<file path="src/rtl/qspi_xip_pkg.sv">
// Shared definitions for the QSPI XIP subsystem: fill FSM encoding,
// default geometry of a flash line and the quad-I/O read command.
package qspi_xip_pkg;

    localparam int LINE_SIZE_DEF = 128;
    localparam int ADDR_W_DEF    = 24;
    localparam int CNT_W_DEF     = 16;

    // A 128-bit line spans 16 bytes, so the low 4 address bits select a byte within it.
    localparam int LINE_OFS_W = 4;

    localparam logic [7:0] QSPI_CMD_QUAD_IO_READ = 8'hEB;

    typedef enum logic [1:0] {
        IDLE  = 2'd0,
        ISSUE = 2'd1,
        BUSY  = 2'd2,
        RESP  = 2'd3
    } fill_state_e;

    function automatic logic [ADDR_W_DEF-1:0] line_base(input logic [ADDR_W_DEF-LINE_OFS_W-1:0] line_idx);
        return {line_idx, {LINE_OFS_W{1'b0}}};
    endfunction

endpackage

</file>
<file path="src/rtl/qspi_req_slot.sv">
// One requester's latched fill request: holds the pending flag and the
// line index until the arbiter clears it after the response.
module qspi_req_slot
    import qspi_xip_pkg::*;
#(
    parameter int PADDR_W = ADDR_W_DEF - LINE_OFS_W
) (
    input  logic               HCLK,
    input  logic               HRESETn,
    input  logic               req,
    input  logic [PADDR_W-1:0] line_addr,
    input  logic               clr,
    output logic               ready,
    output logic               pend,
    output logic [PADDR_W-1:0] paddr
);

    logic               pend_q;
    logic               pend_d;
    logic [PADDR_W-1:0] paddr_q;
    logic [PADDR_W-1:0] paddr_d;

    // clr only arrives while pend is set, so it can never collide with an acceptance.
    always_comb begin
        pend_d  = pend_q;
        paddr_d = paddr_q;
        if (clr) begin
            pend_d = 1'b0;
        end else if (req && !pend_q) begin
            pend_d  = 1'b1;
            paddr_d = line_addr;
        end
    end

    always_ff @(posedge HCLK or negedge HRESETn) begin
        if (!HRESETn) begin
            pend_q  <= 1'b0;
            paddr_q <= '0;
        end else begin
            pend_q  <= pend_d;
            paddr_q <= paddr_d;
        end
    end

    assign ready = ~pend_q;
    assign pend  = pend_q;
    assign paddr = paddr_q;

endmodule

</file>
<file path="src/rtl/qspi_fill_arbiter.sv">
// Round-robin arbiter sharing one QSPI line reader between the I-side and
// D-side caches, merging same-line requests into a single flash read.
module qspi_fill_arbiter
    import qspi_xip_pkg::*;
#(
    parameter int LINE_SIZE = LINE_SIZE_DEF,
    parameter int ADDR_W    = ADDR_W_DEF,
    parameter int CNT_W     = CNT_W_DEF
) (
    input  logic                 HCLK,
    input  logic                 HRESETn,
    input  logic                 req0,
    input  logic [ADDR_W-1:0]    addr0,
    output logic                 ready0,
    output logic                 rsp_valid0,
    input  logic                 req1,
    input  logic [ADDR_W-1:0]    addr1,
    output logic                 ready1,
    output logic                 rsp_valid1,
    output logic [LINE_SIZE-1:0] rsp_line,
    output logic                 fr_rd,
    output logic [ADDR_W-1:0]    fr_addr,
    input  logic                 fr_done,
    input  logic [LINE_SIZE-1:0] fr_line,
    output logic                 busy,
    output logic [CNT_W-1:0]     fill_count
);

    localparam int PADDR_W = ADDR_W - LINE_OFS_W;

    logic               pend0;
    logic               pend1;
    logic [PADDR_W-1:0] paddr0;
    logic [PADDR_W-1:0] paddr1;
    logic               clr0;
    logic               clr1;
    logic               unused_addr_bits;

    fill_state_e          state_q, state_d;
    logic                 gnt_q, gnt_d;
    logic                 merge_q, merge_d;
    logic                 last_grant_q, last_grant_d;
    logic [ADDR_W-1:0]    fr_addr_q, fr_addr_d;
    logic [LINE_SIZE-1:0] rsp_line_q, rsp_line_d;
    logic [CNT_W-1:0]     fill_count_q, fill_count_d;

    qspi_req_slot #(.PADDR_W(PADDR_W)) u_slot0 (
        .HCLK      (HCLK),
        .HRESETn   (HRESETn),
        .req       (req0),
        .line_addr (addr0[ADDR_W-1:LINE_OFS_W]),
        .clr       (clr0),
        .ready     (ready0),
        .pend      (pend0),
        .paddr     (paddr0)
    );

    qspi_req_slot #(.PADDR_W(PADDR_W)) u_slot1 (
        .HCLK      (HCLK),
        .HRESETn   (HRESETn),
        .req       (req1),
        .line_addr (addr1[ADDR_W-1:LINE_OFS_W]),
        .clr       (clr1),
        .ready     (ready1),
        .pend      (pend1),
        .paddr     (paddr1)
    );

    // Byte offsets within a line never influence arbitration or the issued address.
    assign unused_addr_bits = ^{addr0[LINE_OFS_W-1:0], addr1[LINE_OFS_W-1:0]};

    always_comb begin
        state_d      = state_q;
        gnt_d        = gnt_q;
        merge_d      = merge_q;
        last_grant_d = last_grant_q;
        fr_addr_d    = fr_addr_q;
        rsp_line_d   = rsp_line_q;
        fill_count_d = fill_count_q;
        clr0         = 1'b0;
        clr1         = 1'b0;

        unique case (state_q)
            IDLE: begin
                if (pend0 || pend1) begin
                    // On a tie the port that did not win last time goes first.
                    gnt_d     = (pend0 && pend1) ? ~last_grant_q : pend1;
                    merge_d   = pend0 && pend1 && (paddr0 == paddr1);
                    fr_addr_d = {(gnt_d ? paddr1 : paddr0), {LINE_OFS_W{1'b0}}};
                    state_d   = ISSUE;
                end
            end
            ISSUE: begin
                state_d = BUSY;
            end
            BUSY: begin
                if (fr_done) begin
                    rsp_line_d = fr_line;
                    if (fill_count_q != {CNT_W{1'b1}}) begin
                        fill_count_d = fill_count_q + CNT_W'(1);
                    end
                    state_d = RESP;
                end
            end
            RESP: begin
                clr0         = ~gnt_q | merge_q;
                clr1         = gnt_q | merge_q;
                last_grant_d = gnt_q;
                state_d      = IDLE;
            end
            default: begin
                state_d = IDLE;
            end
        endcase
    end

    always_ff @(posedge HCLK or negedge HRESETn) begin
        if (!HRESETn) begin
            state_q      <= IDLE;
            gnt_q        <= 1'b0;
            merge_q      <= 1'b0;
            last_grant_q <= 1'b1;
            fr_addr_q    <= '0;
            rsp_line_q   <= '0;
            fill_count_q <= '0;
        end else begin
            state_q      <= state_d;
            gnt_q        <= gnt_d;
            merge_q      <= merge_d;
            last_grant_q <= last_grant_d;
            fr_addr_q    <= fr_addr_d;
            rsp_line_q   <= rsp_line_d;
            fill_count_q <= fill_count_d;
        end
    end

    assign fr_rd      = (state_q == ISSUE);
    assign busy       = (state_q != IDLE);
    assign rsp_valid0 = (state_q == RESP) && (~gnt_q | merge_q);
    assign rsp_valid1 = (state_q == RESP) && (gnt_q | merge_q);
    assign fr_addr    = fr_addr_q;
    assign rsp_line   = rsp_line_q;
    assign fill_count = fill_count_q;

endmodule

</file>
<file path="config.mk">
export PLATFORM = sky130hd
export DESIGN_NAME = qspi_fill_arbiter
export DESIGN_NICKNAME = d
export VERILOG_FILES = /design/src/rtl/qspi_xip_pkg.sv /design/src/rtl/qspi_req_slot.sv /design/src/rtl/qspi_fill_arbiter.sv
export SDC_FILE = /design/constraint.sdc
export NUM_CORES = 1
export LEC_CHECK = 0
export BUFFER_PORTS_ARGS = -buffer_cell sky130_fd_sc_hd__buf_2
export CORE_AREA = 2 2 137 139
export DETAILED_ROUTE_END_ITERATION = 16
export DIE_AREA = 0 0 139 141
export PLACE_DENSITY = 0.88
export RECOVER_POWER = 25
export SLEW_MARGIN = 10
export SYNTH_ARGS = -nofsm -noshare
export SYNTH_HDL_FRONTEND = slang
export SYNTH_SLANG_ARGS = --single-unit
</file>
<file path="constraint.sdc">
create_clock -name HCLK -period 2.6 [get_ports HCLK]
set_clock_uncertainty 0.05 [all_clocks]
set_input_delay 0.13 -clock HCLK [delete_from_list [all_inputs] [get_ports HCLK]]
set_output_delay 0.13 -clock HCLK [all_outputs]
set_load 0.02 [all_outputs]
</file>
**Yosys cells after proc, flatten, opt, wreduce, memory -nomap -nowiden**

Cells that the tools add are included.

- $add $sub $neg: 1
- Eq/ne operators: 7
- Muxes and demuxes: 11
- Bitwise operators: 8
- Reductions and logical operators: 19

Operator list:

| kind | count |
|---|---|
| 20-bit equality test | 1 |
| 20-bit two-way mux | 1 |
| 16-bit by 1-bit adder with 16-bit output, second input constant | 1 |
| 16-bit != test, second input constant | 1 |
| 2-bit AND reduction | 5 |
| 2-bit one-hot mux with 4 select lines | 1 |
| 1-bit two-way mux | 7 |
| 1-bit logical AND | 6 |
| 1-bit inverter | 6 |
| 2-bit nonzero test | 3 |
| 2-bit equality test, second input constant | 2 |
| 2-bit two-way mux | 2 |
| 2-bit != test, second input constant | 2 |
| 3-bit AND reduction | 1 |
| 2-bit by 1-bit equality test with 1-bit output, second input constant | 1 |
| 1-bit logical NOT | 2 |
| 2-bit logical NOT | 1 |
| 1-bit OR | 2 |
| 1-bit logical OR | 1 |

- Register bits after elaboration: 211
- Bits of input ports: 181
- Output and inout port bits: 174
- Word-level logic and storage cells: 57

**Depth between registers and ports, before layout**

Gate-level depths: netlist (run 1).

- Depth in word-level cells: 5
- Depth in mapped cells: 7
- Gate-level depth less buffers: 6

**Cells and area by module**

Synthesis (run 1) repeated with hierarchy kept, for this count alone.

- Cells, all modules: 578
- Area total of the unflattened synthesis: 8505.7 µm²

Modules (own cells, without submodules):

| module | times used | cells an instance | area each (µm²) | seq. area each (µm²) |
|---|---|---|---|---|
| qspi_fill_arbiter | 1 | 484 | 6911.6 | 4230.3 |
| qspi_req_slot | 2 | 47 | 797.0 | 525.5 |

**Worst setup path before layout (run 1)**

No wires, ideal clock.

- Path kind: register to register
- Start point: register state_q[0]
- End point: register u_slot0.paddr_q[0], in the netlist u_slot0.paddr[0]
- Library setup time: 0.125 ns
- Data arrival time: 1.777 ns
- Data required time: 2.425 ns
- Slack: 0.648 ns
- Stages on the path, launching flop included: 6
- Buffers on the path: 1
- Period minus slack after synthesis: 1.952 ns
- Path through: dfrtp_1 > ha_1 > a21boi_0 > nor3b_1 > buf_2 > mux2_2

- Word-level cells in the longest chain between the ends: 4

Ends and longest elaborated chain:

| what | line | RTL |
|---|---|---|
| start: declaration | qspi_fill_arbiter.sv:39 | `fill_state_e state_q, state_d;` |
| start signal: assignment | qspi_fill_arbiter.sv:127 | `state_q <= state_d;` |
| 2-bit equality test | qspi_fill_arbiter.sv:83 | `unique case (state_q)` |
| 1-bit two-way mux | qspi_fill_arbiter.sv:83 |  |
| 1-bit inverter (no line) | n/a |  |
| 2-bit AND reduction (no line) | n/a |  |
| end signal: assignment | qspi_req_slot.sv:41 | `paddr_q <= paddr_d;` |
| end: declaration | qspi_req_slot.sv:20 | `logic [PADDR_W-1:0] paddr_q;` |

No other way between the ends.
A chain may end at the register's enable or synchronous reset.

**Final worst setup path (run 1)**

- Start point: register state_q[0]
- End point: register rsp_line_q[57], in the netlist rsp_line[57]

- Word-level cells in the longest chain between the ends: 2

Ends and longest elaborated chain:

| what | line | RTL |
|---|---|---|
| 2-bit equality test | qspi_fill_arbiter.sv:83 |  |
| 2-bit AND reduction (no line) | n/a |  |
| end signal: assignment | qspi_fill_arbiter.sv:132 | `rsp_line_q <= rsp_line_d;` |
| end: declaration | qspi_fill_arbiter.sv:44 | `logic [LINE_SIZE-1:0] rsp_line_q, rsp_line_d;` |

No other way between the ends.

==> results.rst, run 1 <==
.. list-table::
   :header-rows: 1

   * - Metric
     - Value
   * - Outcome
     - finished clean
   * - Cells along the critical path
     - inv_1 > ha_1 > nand2_4 > buf_12 > buf_4 > mux2_2
   * - Count of synthesis-stage warnings from yosys
     - 0
   * - Via count of the first global-routing pass
     - just under 8,000
   * - Row Count
     - 50
   * - Final min period
     - around 2.2 ns
   * - # IOs
     - 355
   * - Die Height
     - ~140 µm
   * - Sequential cell area fraction in the yosys report
     - between 60% and 70%
   * - Setup repair after global routing missed its margin
     - false
   * - Commonest non-fill, non-tap cells in the layout
     - sky130_fd_sc_hd__buf_2, sky130_fd_sc_hd__dfrtp_1, sky130_fd_sc_hd__mux2_2
   * - Final period utilization
     - about 83%
   * - Synthesized area per cell
     - around 15 µm²
   * - Layout cells sized above 1
     - 50.9%
   * - Delay-heaviest family, CP
     - buffers and inverters
   * - Post-synthesis instance total
     - 583
   * - Pwr/cell area
     - approximately 1300 mW/mm²
   * - RePlAce Congestion
     - 0.792
   * - Post-placement worst setup slack
     - 0.507 ns
   * - Number of clock sinks seen by CTS
     - roughly 210
   * - Core region area
     - 0.0183 mm²
   * - TritonCTS clock tree
     - built
   * - Max-slew headroom at the worst pin
     - 11.3%
   * - Switching power share of the total
     - approximately two fifths
   * - Buffers on Ports
     - between 300 and 400
   * - Number of inserted filler cells in the final layout
     - ~1,100
   * - Worst setup margin
     - around 0.45 ns
   * - Max Fclk
     - roughly 0.46 GHz
   * - Measured slew at the worst slew-check pin
     - roughly 1.3 ns
   * - Maximum ir drop on the vdd rail
     - about 0.9 mV
   * - Area of the mapped netlist
     - about 0.0085 mm²
   * - Dominant cell type by area after synthesis
     - sky130_fd_sc_hd__dfrtp_1
   * - GRT Residual Overflow
     - 0
   * - Commonest non-fill, non-tap cell in the layout
     - sky130_fd_sc_hd__buf_2
   * - Setup violation total in the final timing report
     - 0
   * - Top area cells in the synthesized netlist
     - sky130_fd_sc_hd__dfrtp_1, sky130_fd_sc_hd__mux2_2, sky130_fd_sc_hd__mux2i_1
   * - Pin count of the biggest net entering global routing
     - between 70 and 80
   * - Detailed Route WL
     - roughly 28 mm
   * - Max Transition Viols Final
     - 0
   * - #FFs+latches synth
     - approximately 210
   * - Crit path max fanout
     - 53
   * - Starting DRC count in detailed routing
     - 294
   * - Worst setup EP type
     - register
   * - Later-pin clock latency in the skew report
     - approximately 0.5 ns
   * - GRT Util Overall
     - between 20% and 30%
   * - Initial core utilization
     - 46.6%
   * - Overall Power
     - roughly 16,000 µW
   * - Internal Pwr Total
     - about 10000 µW
   * - Antenna violations before repair
     - 2
   * - Proportion of netlist area held by the largest area contributor
     - 61.8%
   * - Clock power frac
     - between 20 and 25%
   * - Area added between synthesis and finish
     - 52.9%
   * - Global-route wire length before repair
     - 42.1 mm
   * - Count of unresolved DRC violations after routing
     - 0
   * - H-tree depth
     - 1
   * - DRT antenna net count
     - 0
   * - Critical path arrival
     - roughly 2.5 ns
   * - Number of hold violations in the final report
     - 0
   * - Die X-Extent
     - 139 µm
   * - Critical path's largest stage delay
     - 0.40 ns
   * - Nets
     - approximately 1,300
   * - Clock buffers created by TritonCTS
     - 22
   * - CP max stage cell
     - sky130_fd_sc_hd__dfrtp_1
   * - DR vias
     - between 7,000 and 8,000
   * - Routed WL per cell
     - between 20 and 25 µm
   * - Number of distinct library cells after synthesis
     - 42
   * - Leakage power summed over all cells
     - between 0.006 and 0.007 µW
   * - Net Sw Power
     - between 6000 and 7000 µW
   * - CP bufs+invs
     - 3
   * - Detailed Place HPWL
     - 15.4 mm
   * - Critical path class
     - register to register
   * - Setup_tns
     - 0 ns
   * - Required time of the worst setup path
     - 2.92 ns
   * - Clock root buffer master
     - sky130_fd_sc_hd__clkbuf_16
   * - Die area
     - between 0.015 and 0.02 mm²
   * - CTS clock-pin slew for the worst setup and hold paths
     - ~0.060 ns
   * - Path category of the worst min-delay check
     - input port to register
   * - Sort of element at the start of the critical path
     - register
   * - Max-cap violations
     - 0
   * - First-pass iteration count of the detailed router
     - 7
   * - Comb pwr share
     - around 43%
   * - Share of total power in sequential cells
     - a little under two fifths
   * - Maximum buffer depth of the clock tree
     - 3
   * - Post-DR vias/cell
     - approximately 5.2
worst reg2reg max path: cells and delay by family, from the launching register on:
family / cells / cell delay, ns
buf+inv: 3 / 0.78
mux: 1 / 0.41
flops: 1 / 0.40
fa+ha+maj: 1 / 0.28
simple gates: 1 / 0.11
per-stage QoR:
stage	hold slack (ns)	area (µm²)	cells	utilization [%]
floorplan	-0.216	8520	586	-
global placement	0.0619	10500	1145	57.7
detailed placement	0.0713	10500	1145	57.7
CTS	0.0992	13000	1357	71.3
global route	0.338	13000	1358	71.2
finish	0.340	13000	1358	71.2
per-layer routing:
metal / up-vias / part of all wire, % / track usage (%)
met5: - / 0.036 / 0
met4: 2 / 5.2 / 14.4
met3: 112 / 6.6 / 6.59
met2: 362 / 52 / 49.1
met1: 3533 / 36 / 30.2
li1: 3112 / - / -
power by group through the flow:
stage	Combinational (µW)	Clock, µW	Sequential (µW)
final	7030	3360	6020
after floorplan	2890	0	7260
after global placement	6430	0	5780
after CTS	6860	3380	5870
after global routing	7440	3550	6180
after detailed placement	6610	0	5900
synth_stat cells (all sizes together):
cell type and count:
conb 1, mux2 174, ha 5, dfstp 1, o2111a 1, dfrtp 210
o21ba 1, nand4b 2, a21oi 5, a41oi 1, a211o 1, inv 9
and4 3, a31oi 2, a32oi 1, xnor2 17, a32o 1, a21boi 1
nor3 4, nor4 4, buf 21, o21a 1, o22a 1, nor3b 1
o21ai 25, clkbuf 7, o211ai 1, nand2 29, a22o 1, nand2b 1
or4b 1, mux2i 21, nor2 6, xor2 9, nand3 7, nand4 7
registers in the layout (all words and copies together) (netlist names):
signal         flops
fr_addr           20
u_slot0.pend       1
u_slot1.paddr     20
rsp_line         128
state_q            2
u_slot0.paddr     20
merge_q            1
u_slot1.pend       1
gnt_q              1
fill_count        16
last_grant_q       1
area by class of cell:
cell class / count / area [µm²] / area share (%)
Multi-Input combinational cell: 338 / 3080 / 23.7
Clock inverter: 14 / 178 / 1.37
Antenna cell: 1 / 2.50 / 0.0192
Timing Repair Buffer: 525 / 3550 / 27.3
Tap cell: 234 / 293 / 2.25
Inverter: 9 / 33.8 / 0.260
Clock buffer: 26 / 587 / 4.51
Sequential cell: 211 / 5280 / 40.6
kinds of logic after synthesis:
group | count (synthesis) | synth area share (%)
AO/OA/AOI/OAI | 43 | 3.07
XOR/XNOR | 26 | 2.68
adder cells (fa/ha/maj) | 5 | 0.735
buffers and inverters | 37 | 2.04
flip-flops | 211 | 62.1
multiplexers | 195 | 25.5
other | 1 | 0.0441
AND/OR/NAND/NOR | 65 | 3.85
repair_timing:
item | CTS | global route
hold buffers | 172 | 0
hold endpoints to repair | 269 | 0
buffers inserted | 0 | 0
resized for setup | 0 | 0
path summary, 6_finish.rpt:
path,from,to,slack [ns],depth (start not counted)
worst max-delay path,state_q[0]$_DFFE_PN0P_,rsp_line[57]$_DFFE_PN0P_,0.45,6
worst min-delay path,req0,u_slot0.pend$_DFFE_PN0P_,0.34,4
worst max register to register,state_q[0]$_DFFE_PN0P_,rsp_line[57]$_DFFE_PN0P_,0.45,6
worst min register to register,fr_addr[16]$_DFFE_PN0P_,fr_addr[16]$_DFFE_PN0P_,0.42,2
max in group asynchronous,HRESETn,rsp_line[77]$_DFFE_PN0P_,0.57,3
min in group asynchronous,HRESETn,fr_addr[21]$_DFFE_PN0P_,0.41,2
No activity file was read; power rests on OpenSTA's default activity.
==> inputs of run 2 (changes only) <==
==> constraint.sdc (replaced) <==
create_clock -name HCLK -period 2.1 [get_ports HCLK]
set_clock_uncertainty 0.05 [all_clocks]
set_input_delay 0.105 -clock HCLK [delete_from_list [all_inputs] [get_ports HCLK]]
set_output_delay 0.105 -clock HCLK [all_outputs]
set_load 0.02 [all_outputs]
==> results.rst, run 2 (synthesized netlist as in run 1, its figures left out) <==
.. list-table::
   :header-rows: 1

   * - Metric
     - Value
   * - Measured slew at the worst slew-check pin
     - 1.60 ns (+0.267 ns)
   * - Path category of the worst min-delay check
     - input port to register
   * - Leakage power summed over all cells
     - 0.00637 µW (+1.0%)
   * - Clock root buffer master
     - sky130_fd_sc_hd__clkbuf_16
   * - Nets
     - 1,303 (+0.77%)
   * - Final min period
     - 1.98 ns (-0.168 ns)
   * - Required time of the worst setup path
     - 2.42 ns (-0.50 ns)
   * - CTS clock-pin slew for the worst setup and hold paths
     - 0.06 ns (about the same)
   * - Commonest non-fill, non-tap cells in the layout
     - sky130_fd_sc_hd__buf_2, sky130_fd_sc_hd__dfrtp_1, sky130_fd_sc_hd__mux2_2
   * - Reg2Reg Setup Slack
     - 0.12 ns (-0.33 ns)
   * - Routed WL per cell
     - 20.9 µm (+2.6%)
   * - Setup violation total in the final timing report
     - 0 (unchanged)
   * - Maximum ir drop on the vdd rail
     - 0.951 mV (+2.6%)
   * - Commonest non-fill, non-tap cell in the layout
     - sky130_fd_sc_hd__buf_2
   * - # IOs
     - 355 (unchanged)
   * - RePlAce Congestion
     - 0.797 (+0.58%)
   * - GRT Residual Overflow
     - 0 (unchanged)
   * - Violations in the final reports
     - max-capacitance violations, max-slew violations
   * - Detailed Place HPWL
     - 16.1 mm (+4.5%)
   * - Initial core utilization
     - 46.6% (unchanged)
   * - Antenna violations before repair
     - 3 (+1)
   * - First-pass iteration count of the detailed router
     - 4 (-3)
   * - Flip-flop count of the largest register, all copies and words added
     - 128 (unchanged)
   * - Row Count
     - 50 (unchanged)
   * - GRT Util Overall
     - 28.3% (+0.92 points)
   * - Cts repair resizes
     - 0 (unchanged)
   * - Max Fclk
     - 0.504 GHz (+8.4%)
   * - Maximum buffer depth of the clock tree
     - 3 (unchanged)
   * - H-tree depth
     - 1 (unchanged)
   * - Detailed Route WL
     - 28.6 mm (+3.4%)
   * - Count of unresolved DRC violations after routing
     - 0 (unchanged)
   * - Max-cap violations
     - 1 (+1)
   * - Max-slew headroom at the worst pin
     - -6.43% (-18 points)
   * - Global-route wire length before repair
     - 43.5 mm (+3.4%)
   * - Number of clock sinks seen by CTS
     - 211 (unchanged)
   * - DR vias
     - 7,179 (+0.81%)
   * - Via count of the first global-routing pass
     - 7,987 (+2.6%)
   * - Sort of element at the start of the critical path
     - register
   * - Layout cells sized above 1
     - 51.1% (+0.21 points)
   * - Setup_tns
     - 0 ns (unchanged)
   * - Crit path max fanout
     - 44 (-17%)
   * - Hold Crit Start
     - addr0[23]
   * - Number of inserted filler cells in the final layout
     - 1,106 (-0.18%)
   * - Setup repair after global routing missed its margin
     - false
   * - Area added between synthesis and finish
     - 54.2%
   * - Hold_buf cts
     - 172 (unchanged)
   * - Die X-Extent
     - 139 µm (unchanged)
   * - Overall Power
     - 20,400 µW (+25%)
   * - Critical Path Source
     - state_q[0]$_DFFE_PN0P_
   * - Core region area
     - 0.0183 mm² (unchanged)
   * - Pin count of the biggest net entering global routing
     - 68 (-14%)
   * - DRT antenna net count
     - 0 (unchanged)
   * - Clock buffers created by TritonCTS
     - 23 (+4.5%)
   * - Depth of the worst hold-timing path
     - 3 (-1)
   * - Post-DR vias/cell
     - 5.25 (about the same)
   * - TritonCTS clock tree
     - built
   * - Hold path endpoint
     - u_slot0.paddr[19]$_DFFE_PN0P_
   * - Pwr/cell area
     - 1560 mW/mm² (+24%)
   * - Path depth of the worst reg2reg path
     - 6 (unchanged)
   * - Starting DRC count in detailed routing
     - 265 (-9.9%)
   * - Capturing point of the worst reg2reg path
     - rsp_line[25]$_DFFE_PN0P_
   * - Max Transition Viols Final
     - 67 (+67)
   * - Buffers on Ports
     - 342 (unchanged)
   * - Critical path arrival
     - 2.30 ns (-0.17 ns)
   * - Final period utilization
     - 94.4% (+12 points)
   * - Outcome
     - finished, violations left
   * - Later-pin clock latency in the skew report
     - 0.50 ns (about the same)
   * - Number of hold violations in the final report
     - 0 (unchanged)
   * - Number of buffers inserted to repair setup after CTS
     - 0 (unchanged)
   * - Worst setup EP type
     - register
   * - R2r startpoint
     - state_q[0]$_DFFE_PN0P_
   * - Critical path class
     - register to register
   * - Die area
     - 0.0196 mm² (unchanged)
   * - Die Height
     - 141 µm (unchanged)
run 2: cell count changes in the layout (fill, tap and decap cells not counted), moves of 3 or more:
cell	previous run	this run
sky130_fd_sc_hd__clkbuf_8	0	7
sky130_fd_sc_hd__clkinv_2	7	2
sky130_fd_sc_hd__clkbuf_2	1	5
sky130_fd_sc_hd__buf_12	3	6
sky130_fd_sc_hd__clkinvlp_4	3	0
run 2: through the flow:
| stage | setup slack, ns | cell area, µm² | hold slack, ns | util, % | cells |
|---|---|---|---|---|---|
| 4_1_cts | 0.128 | 13100 | 0.125 | 71.9 | 1366 |
| 3_3_place_gp | 0.240 | 10700 | 0.0942 | 58.3 | 1154 |
| 5_1_grt | 0.0421 | 13100 | 0.322 | 71.8 | 1368 |
| 3_5_place_dp | 0.193 | 10700 | 0.0954 | 58.3 | 1154 |
| 2_1_floorplan | 0.148 | 8520 | -0.241 | - | 586 |
| 6_report | 0.117 | 13100 | 0.323 | 71.8 | 1368 |
run 2: area by class of cell:
| class | instances | area (µm²) | share of cell area, % |
|---|---|---|---|
| Sequential cell | 211 | 5280 | 40.3 |
| Timing Repair Buffer | 534 | 3650 | 27.8 |
| Multi-Input combinational cell | 338 | 3080 | 23.5 |
| Clock buffer | 35 | 691 | 5.27 |
| Tap cell | 234 | 293 | 2.23 |
| Clock inverter | 5 | 78.8 | 0.601 |
| Inverter | 9 | 33.8 | 0.258 |
| Antenna cell | 2 | 5.00 | 0.0382 |
run 2: layer usage:
layer	part of all wire, %	up-vias	GRT usage, %
met5	0.046	-	0
met4	5.6	2	14.9
met3	6.5	123	6.73
met2	53	363	51.6
met1	35	3557	30.6
li1	-	3134	-
run 2: critical path, stage by stage (launching register included):
cell,delay (ns)
sky130_fd_sc_hd__dfrtp_1,0.40
sky130_fd_sc_hd__inv_1,0.08
sky130_fd_sc_hd__ha_1,0.24
sky130_fd_sc_hd__nand2_4,0.08
sky130_fd_sc_hd__buf_12,0.24
sky130_fd_sc_hd__buf_12,0.29
sky130_fd_sc_hd__mux2_2,0.41
run 2: power breakdown:
group,internal [µW],switching (µW)
sequential,6050,1410
combinational,3880,5000
clock,2500,1610
run 2: worst max-delay path by stage:
stage	cells after the start	endpoint	slack (ns)
after global placement	6	rsp_line[91]$_DFFE_PN0P_	0.24
after global routing	3	u_slot1.paddr[3]$_DFFE_PN0P_	0.04
final	6	rsp_line[25]$_DFFE_PN0P_	0.12
after detailed placement	6	rsp_line[13]$_DFFE_PN0P_	0.19
after floorplan	5	u_slot0.paddr[0]$_DFFE_PN0P_	0.15
after CTS	3	rsp_valid0	0.13
